==> src/rtl/pulse_cnt_pkg.sv <==
// Shared types, default constants and the saturating-add helper for the
// pulse event counter.
//   out_state_t : output handshake FSM states (IDLE, HOLD)
//   FILT_DEF, WIDTH_DEF, WINDOW_DEF : default parameter values
//   sat_inc()   : value + inc, clamped to 2^width - 1 (width 1..32)
package pulse_cnt_pkg;

  typedef enum logic {
    IDLE = 1'b0,
    HOLD = 1'b1
  } out_state_t;

  localparam int FILT_DEF   = 3;
  localparam int WIDTH_DEF  = 8;
  localparam int WINDOW_DEF = 100;

  // Saturating add. The sum is formed one bit wider so that a carry out
  // of a full 32-bit value is still seen as exceeding the limit.
  function automatic logic [31:0] sat_inc(input logic [31:0] value,
                                          input logic [31:0] inc,
                                          input int unsigned width);
    logic [32:0] sum;
    logic [32:0] lim;
    lim = (33'd1 << width) - 33'd1;
    sum = {1'b0, value} + {1'b0, inc};
    if (sum > lim) begin
      sat_inc = lim[31:0];
    end else begin
      sat_inc = sum[31:0];
    end
  endfunction

endpackage

==> src/rtl/pulse_event_counter_glitch_filter.sv <==
// Two-flop synchroniser followed by a persistence filter: the filtered level
// only follows the synchronised input once it has disagreed with the current
// level for FILT consecutive clock edges. Reusable for any asynchronous input.
// Ports:
//   i_clk        : clock
//   i_rst        : synchronous active-high reset
//   i_d_async    : raw asynchronous input
//   o_level      : filtered level (registered)
//   o_level_next : value o_level takes at the next edge (for edge detection)
module glitch_filter #(
  parameter int FILT = 3
) (
  input  logic i_clk,
  input  logic i_rst,
  input  logic i_d_async,
  output logic o_level,
  output logic o_level_next
);

  logic       r_s1;
  logic       r_s2;
  logic       r_level;
  logic [3:0] r_fc;
  logic       w_expire;

  // The current edge is the FILT-th consecutive one on which s2 disagrees.
  assign w_expire     = (r_s2 != r_level) && (r_fc == 4'(FILT - 1));
  assign o_level_next = w_expire ? r_s2 : r_level;
  assign o_level      = r_level;

  // Synchroniser, disagreement counter and filtered level.
  always_ff @(posedge i_clk) begin
    if (i_rst) begin
      r_s1    <= 1'b0;
      r_s2    <= 1'b0;
      r_level <= 1'b0;
      r_fc    <= 4'd0;
    end else begin
      r_s1 <= i_d_async;
      r_s2 <= r_s1;
      if (r_s2 == r_level) begin
        r_fc <= 4'd0;
      end else if (w_expire) begin
        r_level <= r_s2;
        r_fc    <= 4'd0;
      end else begin
        r_fc <= r_fc + 4'd1;
      end
    end
  end

endmodule

==> src/rtl/pulse_event_counter.sv <==
// Counts clean rising edges of an asynchronous, possibly glitchy pulse input
// over fixed windows of WINDOW cycles and hands each window's count to the
// next stage over valid/ready. A snapshot that arrives while the previous one
// is still unaccepted is dropped and flagged on the sticky overrun output.
// Ports:
//   i_clk       : clock
//   i_rst       : synchronous active-high reset
//   i_sig_in    : raw asynchronous pulse input
//   o_level     : filtered, synchronised level of i_sig_in
//   o_cnt_out   : rising-edge count of the last completed window
//   o_cnt_valid : o_cnt_out holds an untransferred snapshot
//   i_cnt_ready : consumer accepts o_cnt_out
//   o_overrun   : sticky, a snapshot was dropped
module pulse_event_counter
  import pulse_cnt_pkg::*;
#(
  parameter int FILT   = FILT_DEF,
  parameter int WIDTH  = WIDTH_DEF,
  parameter int WINDOW = WINDOW_DEF
) (
  input  logic             i_clk,
  input  logic             i_rst,
  input  logic             i_sig_in,
  output logic             o_level,
  output logic [WIDTH-1:0] o_cnt_out,
  output logic             o_cnt_valid,
  input  logic             i_cnt_ready,
  output logic             o_overrun
);

  localparam int WCW = (WINDOW > 1) ? $clog2(WINDOW) : 1;

  logic             w_level;
  logic             w_level_next;
  logic             w_rise;
  logic             w_win_end;
  logic [WIDTH-1:0] w_snapshot;

  logic [WCW-1:0]   r_wcnt;
  logic [WIDTH-1:0] r_acc;
  logic [WIDTH-1:0] r_cnt_out;
  logic             r_cnt_valid;
  logic             r_overrun;
  out_state_t       r_state;

  glitch_filter #(
    .FILT(FILT)
  ) u_filter (
    .i_clk       (i_clk),
    .i_rst       (i_rst),
    .i_d_async   (i_sig_in),
    .o_level     (w_level),
    .o_level_next(w_level_next)
  );

  // Rise is flagged in the cycle the level is about to go high, so a rise on
  // the window's last edge is still counted in the closing window.
  assign w_rise     = w_level_next & ~w_level;
  assign w_win_end  = (r_wcnt == WCW'(WINDOW - 1));
  assign w_snapshot = WIDTH'(sat_inc(32'(r_acc), {31'd0, w_rise}, WIDTH));

  // Window timer and saturating accumulator.
  always_ff @(posedge i_clk) begin
    if (i_rst) begin
      r_wcnt <= {WCW{1'b0}};
      r_acc  <= {WIDTH{1'b0}};
    end else begin
      if (w_win_end) begin
        r_wcnt <= {WCW{1'b0}};
        r_acc  <= {WIDTH{1'b0}};
      end else begin
        r_wcnt <= r_wcnt + WCW'(1);
        r_acc  <= w_snapshot;
      end
    end
  end

  // Output handshake FSM with registered count, valid and sticky overrun.
  always_ff @(posedge i_clk) begin
    if (i_rst) begin
      r_state     <= IDLE;
      r_cnt_out   <= {WIDTH{1'b0}};
      r_cnt_valid <= 1'b0;
      r_overrun   <= 1'b0;
    end else begin
      case (r_state)
        IDLE: begin
          if (w_win_end) begin
            r_cnt_out   <= w_snapshot;
            r_cnt_valid <= 1'b1;
            r_state     <= HOLD;
          end else begin
            r_cnt_valid <= 1'b0;
          end
        end
        HOLD: begin
          if (i_cnt_ready && !w_win_end) begin
            r_cnt_valid <= 1'b0;
            r_state     <= IDLE;
          end else if (i_cnt_ready) begin
            // Transfer and new snapshot coincide: reload and stay valid.
            r_cnt_out <= w_snapshot;
          end else if (w_win_end) begin
            r_overrun <= 1'b1;
          end else begin
            r_cnt_valid <= 1'b1;
          end
        end
        default: begin
          r_cnt_valid <= 1'b0;
          r_state     <= IDLE;
        end
      endcase
    end
  end

  assign o_level     = w_level;
  assign o_cnt_out   = r_cnt_out;
  assign o_cnt_valid = r_cnt_valid;
  assign o_overrun   = r_overrun;

endmodule

==> config.mk <==
export PLATFORM = sky130hd
export DESIGN_NAME = pulse_event_counter
export DESIGN_NICKNAME = d
export VERILOG_FILES = /design/src/rtl/pulse_cnt_pkg.sv /design/src/rtl/pulse_event_counter_glitch_filter.sv /design/src/rtl/pulse_event_counter.sv
export SDC_FILE = /design/constraint.sdc
export NUM_CORES = 1
export LEC_CHECK = 0
export CELL_PAD_IN_SITES_DETAIL_PLACEMENT = 1
export CELL_PAD_IN_SITES_GLOBAL_PLACEMENT = 1
export CORE_ASPECT_RATIO = 0.7
export CORE_MARGIN = 3
export CORE_UTILIZATION = 44
export CTS_BUF_LIST = sky130_fd_sc_hd__clkbuf_2 sky130_fd_sc_hd__clkbuf_4 sky130_fd_sc_hd__clkbuf_8
export CTS_CLUSTER_DIAMETER = 120
export DETAILED_ROUTE_END_ITERATION = 6
export GPL_TIMING_DRIVEN = 0
export PLACE_DENSITY_LB_ADDON = 0.05
export SYNTH_ARGS = -nofsm -noshare
export SYNTH_HDL_FRONTEND = slang
export SYNTH_SLANG_ARGS = --single-unit
==> constraint.sdc <==
create_clock -name i_clk -period 2.7 [get_ports i_clk]
set_clock_uncertainty 0.2 [all_clocks]
set_input_delay 0.54 -clock i_clk [delete_from_list [all_inputs] [get_ports i_clk]]
set_output_delay 0.54 -clock i_clk [all_outputs]
set_load 0.01 [all_outputs]
After elaboration in Yosys (flattened, before gate mapping)
Index checks and enable logic that the tools add are counted.

cells by class
  order comparisons = 1
  equality and inequality tests = 9
  $add $sub $neg = 3
  muxes and demuxes = 13
  bitwise gates (word level) = 5
  reductions and logical operators = 8

operators with widths
  operator               count
  $mux W8                4
  $pmux W8 S2            1
  $add A8 B1 Y9          1
  $gt A9 B8 Y1 const B   1
  $add A7 B1 Y7 const B  1
  $eq A7 B7 Y1 const B   1
  $mux W1                6
  $ne A2 B2 Y1 const B   3
  $ne A3 B2 Y1 const B   2
  $add A4 B1 Y4 const B  1
  $eq A4 B2 Y1 const B   1
  $not A1 Y1             4
  $pmux W1 S2            2
  $reduce_and A4 Y1      1
  $reduce_and A3 Y1      1
  $reduce_or A3 Y1       1
  $logic_and A1 B1 Y1    2
  $reduce_and A2 Y1      1
  $reduce_or A2 Y1       1
  $and A1 B1 Y1          1
  $eq A1 B1 Y1           1
  $logic_not A1 Y1       1
  $ne A1 B1 Y1           1

storage, ports and cells
  bits in registers = 33
  output and inout bits = 11

Logic depth before layout (Yosys ltp)
  word-level depth = 10
  depth in mapped cells = 10

Hierarchy
Synthesis repeated with hierarchy kept, for this count alone.

unflattened totals
  cell total of the unflattened synthesis = 140
  area, all modules = 1380.1 um^2

modules (own cells, without submodules)
  module               times used  area each (um^2)  cells an instance
  pulse_event_counter  1           1103.6            116
  glitch_filter        1           276.5             24

Worst setup path before layout
No wires, ideal clock.

  kind = register to register
  from = reg u_filter.r_fc[0]
  to = reg r_cnt_out[6] (netlist: o_cnt_out[6])
  cell stages (with the launch flop) = 11
  data required time = 2365 ps
  period minus slack after synthesis = 2181 ps
  data arrival time = 1846 ps
  setup slack = 519 ps
  setup time = 135 ps
  cells stage by stage = dfxtp_1 > inv_1 > ha_1 > nor3b_1 > and3b_1 > ha_1 > ha_1 > nand4_1 > or3_1 > nand3_1 > a21oi_1

on the way
  word-level cells in the longest chain between the ends = 10
  elaborated cells on any way between the ends = 11
  those cells by class = add/sub (1); order compare (1); eq/ne (1); mux (6); bitwise (1); reduce/logical (1)

RTL lines
  what                    line                                     RTL
  from (decl)             pulse_event_counter_glitch_filter.sv:23  logic [3:0] r_fc;
  from (signal assigned)  pulse_event_counter_glitch_filter.sv:47  r_fc <= r_fc + 4'd1;
  $eq A4 B2 Y1 *          pulse_event_counter_glitch_filter.sv:27  assign w_expire = (r_s2 != r_level) && (r_fc == 4'(FILT - 1));
  $logic_and A1 B1 Y1 *   pulse_event_counter_glitch_filter.sv:27
  $mux W1 *               pulse_event_counter_glitch_filter.sv:28  assign o_level_next = w_expire ? r_s2 : r_level;
  $and A1 B1 Y1 *         pulse_event_counter.sv:58                assign w_rise = w_level_next & ~w_level;
  $add A8 B1 Y9 *         pulse_cnt_pkg.sv:25                      sum = {1'b0, value} + {1'b0, inc};
  $gt A9 B8 Y1            pulse_cnt_pkg.sv:26                      if (sum > lim) begin
  $mux W8 *               pulse_cnt_pkg.sv:26
  $mux W8                 pulse_event_counter.sv:100               end else if (i_cnt_ready) begin
  $mux W8                 pulse_event_counter.sv:97                if (i_cnt_ready && !w_win_end) begin
  $pmux W8 S2 *           pulse_event_counter.sv:86                case (r_state)
  to (signal assigned)    pulse_event_counter.sv:82                r_cnt_out <= {WIDTH{1'b0}};
  to (signal assigned)    pulse_event_counter.sv:89                r_cnt_out <= w_snapshot;
  to (signal assigned)    pulse_event_counter.sv:102               r_cnt_out <= w_snapshot;
  to (decl)               pulse_event_counter.sv:41                logic [WIDTH-1:0] r_cnt_out;

Every way passes the cells marked *; elsewhere a longest branch is shown, timed or not. The select of a mux whose other input is x is not followed.
A chain may end at the register's enable or synchronous reset.

Worst setup path in the final report
  from = reg u_filter.r_fc[0]
  to = reg r_cnt_out[5] (netlist: o_cnt_out[5])

Same word-level chain as after synthesis.

==> results.json <==
{
  "total_power_uw": 907,
  "min_from": "u_filter.r_s1",
  "cts_made_buffers": 5,
  "gp_congestion": 0.810,
  "hold_viol_final": 0,
  "dr.pass1.iters": 4,
  "outcome": "finished clean",
  "pre_cts_ws_ps": 141,
  "p_seq_share_pct": 54.8,
  "synth_warnings": 0,
  "period_needed_ps": 2410,
  "std_cell_rows": 16,
  "grt_overflow": 0,
  "grt_pass1_wl_mm": 4.97,
  "path_clk_slew_ps": 60,
  "synthAdderAreaFrac_pct": 4.69,
  "synthCells": 141,
  "cp_cell_sequence": "inv_1 > ha_1 > nor3b_2 > and3b_1 > ha_1 > ha_1 > nand4_1 > nor2_1 > nor3_1 > a211oi_2",
  "area_growth_pct": 21.0,
  "wl_mm": 2.92,
  "worstHoldPathCells": 1,
  "cp.required_ps": 2660,
  "synth_top_area_cell": "dfxtp_1",
  "clock-root-buffer": "clkbuf_8",
  "hold_end": "u_filter.r_s2",
  "fill_cells": 332,
  "synth_compound_area_share_pct": 9.30,
  "grt.total_usage_pct": 18.1,
  "fmax_mhz": 414,
  "fin_cells": 198,
  "crit_path_max_incr_delay_ps": 370,
  "io_buffer_count": 14,
  "critPathCaptureType": "flip-flop",
  "grt_max_degree": 11,
  "drv_cap": 0,
  "dpl.hpwl_mm": 2.11,
  "antennaDiodeCount": 0,
  "p_sw_share_pct": 21.0,
  "viasPerCell": 5.21,
  "powerDensity_nw_per_um2": 563,
  "synth_seq_cells": 33,
  "drive_gt1_share_pct": 11.1,
  "synthMuxAreaShare_pct": 1.50,
  "multi_input_area_um2": 643,
  "dieHeight_um": 52.0,
  "cp_top_family": "simple AND/OR/NAND/NOR gates",
  "combPwrFrac_pct": 2.8,
  "synth_nets": 150,
  "ys_seq_area_share_pct": 49.6,
  "io_pins": 15,
  "cts-hold-fix-buffers": 0,
  "crit_path_start_kind": "flip-flop",
  "yosys.area_share.simple_pct": 26.5,
  "synth.avg_cell_area_um2": 9.45,
  "start_util_pct": 46.9,
  "yosysTopAreaCellShare_pct": 49.6,
  "avgRoutedWirePerCell_um": 14.8,
  "p_leak_uw": 0.000569,
  "vdd_drop_max_mv": 0.379,
  "path_class": "reg2reg",
  "cp_slowest_cell": "dfxtp_1",
  "die_x_um": 71.8,
  "post-route-util_pct": 56.7,
  "p_int_uw": 717,
  "synthXorXnorAreaFrac_pct": 5.92,
  "fin_nets": 171,
  "grt_setup_unrepaired": "no",
  "drc": 0,
  "setup_viol": 0,
  "grt_pass1_vias": 1083,
  "seq_area_um2": 661,
  "cts.htree.levels": 2,
  "final_max_slew_viol_count": 0,
  "dp.cells": 191,
  "regToRegSetupSlack_ps": 290,
  "die_area_um2": 3740,
  "final.setup.tns_ps": 0,
  "worst_slack_ps": 285,
  "max_slew.worst_pin.slew_ps": 496,
  "worst_ep_arrival_time_ps": 2370,
  "ys_types": 34,
  "period_share_pct": 89.4,
  "timing.rr.start": "u_filter.r_fc[0]",
  "r2r-end": "o_cnt_out[5]",
  "net-switching-power_uw": 191,
  "clk_latency_ps": 290,
  "ant_nets": 0,
  "maxSlewHeadroom_pct": 66.9,
  "coreArea_um2": 2840,
  "cts_tree": "yes",
  "cpMostUsedCell": "ha_1",
  "reg2reg_depth": 10,
  "synth_top_family_by_area": "simple AND/OR/NAND/NOR gates",
  "drtIter0Drc": 49,
  "path_buf_inv": 1,
  "hold_class": "reg2reg",
  "grt_antenna_before_repair": 0,
  "synth.area.top_cells": "dfxtp_1, nor2_1, ha_1",
  "synthesis.area_um2": 1330,
  "cts.path.max_buffers": 2,
  "cts_sinks": 33,
  "num_vias": 1031,
  "pwr-share-clk_pct": 42.4,
  "critPathMaxFanout": 4
}
[cell type report]
| cell class | instances | area share (%) |
|---|---|---|
| sequential | 33 | 41.0 |
| buffer | 3 | 1.40 |
| multi-input combinational | 102 | 39.9 |
| tap | 36 | 2.79 |
| clock buffer | 7 | 5.59 |
| timing repair buffer | 14 | 8.69 |
| inverter | 3 | 0.698 |
[power by group through the flow]
stage	combinational [µW]	sequential (µW)	clock (µW)
final	25.4	497	384
after global routing	28.9	498	419
after CTS	26.0	498	394
after detailed placement	25.6	509	0
after global placement	24.7	508	0
after floorplan	15.4	507	0
[cell usage in the layout, fill, tap and decap left out, drive strengths merged, types with 3 or more instances in the layout]
cell	count
nand2	5
a21oi	3
o22ai	3
nor2b	3
ha	5
nand3	7
nor2	33
clkdlybuf4s50	14
a211oi	4
xor2	3
clkbuf	8
nor3	5
xnor2	6
dfxtp	33
inv	3
nand2b	7
[sequential cells by signal (all words and copies together) (netlist names)]
name / count
u_filter.r_fc: 4
u_filter.r_s2: 1
u_filter.o_level: 1
o_cnt_valid: 1
u_filter.r_s1: 1
o_cnt_out: 8
o_overrun: 1
r_acc: 8
r_wcnt: 7
r_state: 1
[layer usage]
layer / global-route usage [%] / up-vias / share of wire (%)
li1: - / 515 / -
met1: 22.0 / 492 / 47
met2: 29.4 / 17 / 47
met3: 4.05 / 7 / 3.4
met4: 10.9 / 0 / 2.3
met5: 0 / - / 0
[logic make-up after synthesis]
| kind of cell | Yosys count |
|---|---|
| flip-flops | 33 |
| AND/OR/NAND/NOR | 70 |
| AO/OA/AOI/OAI | 16 |
| buffers and inverters | 6 |
| XOR/XNOR | 9 |
| adder cells (fa/ha/maj) | 5 |
| multiplexers | 2 |
[through the flow]
step | instance area (µm²) | hold WS [ps]
3_5_place_dp | 1520 | 231
6_report | 1610 | 238
3_3_place_gp | 1520 | 220
4_1_cts | 1610 | 244
5_1_grt | 1610 | 254
2_1_floorplan | 1330 | 214
[cells in the mapped netlist (all sizes together)]
master	number
and3b	1
a31o	2
or2	1
xor2	3
nand2b	7
inv	3
a21oi	3
nand2	5
a211oi	4
o21a	1
o22ai	3
dfxtp	33
or3	2
nor3b	1
or4b	1
nor2	33
nor2b	3
buf	2
o31a	1
a21o	1
nand3	7
ha	5
mux2i	2
nor3	5
clkbuf	1
and2	2
nand4	2
xnor2	6
o21ai	1
[worst max path at each step]
stage / start / end / slack (ps) / cells past startpoint
2_1_floorplan: u_filter.r_fc[0] / o_cnt_out[6] / 520 / 10
3_3_place_gp: u_filter.r_fc[0] / o_cnt_out[5] / 240 / 10
3_5_place_dp: u_filter.r_fc[0] / o_cnt_out[5] / 140 / 10
4_1_cts: u_filter.r_fc[0] / o_cnt_out[1] / 80 / 10
5_1_grt: u_filter.r_fc[0] / o_cnt_out[1] / 50 / 10
6_report: u_filter.r_fc[0] / o_cnt_out[5] / 290 / 10
[what timing repair did]
action | CTS | global route
setup buffers | 0 | 0
endpoints found under the setup margin | 0 | 6
gates resized for setup | 0 | 1
Power figures use the tool's default switching activity.
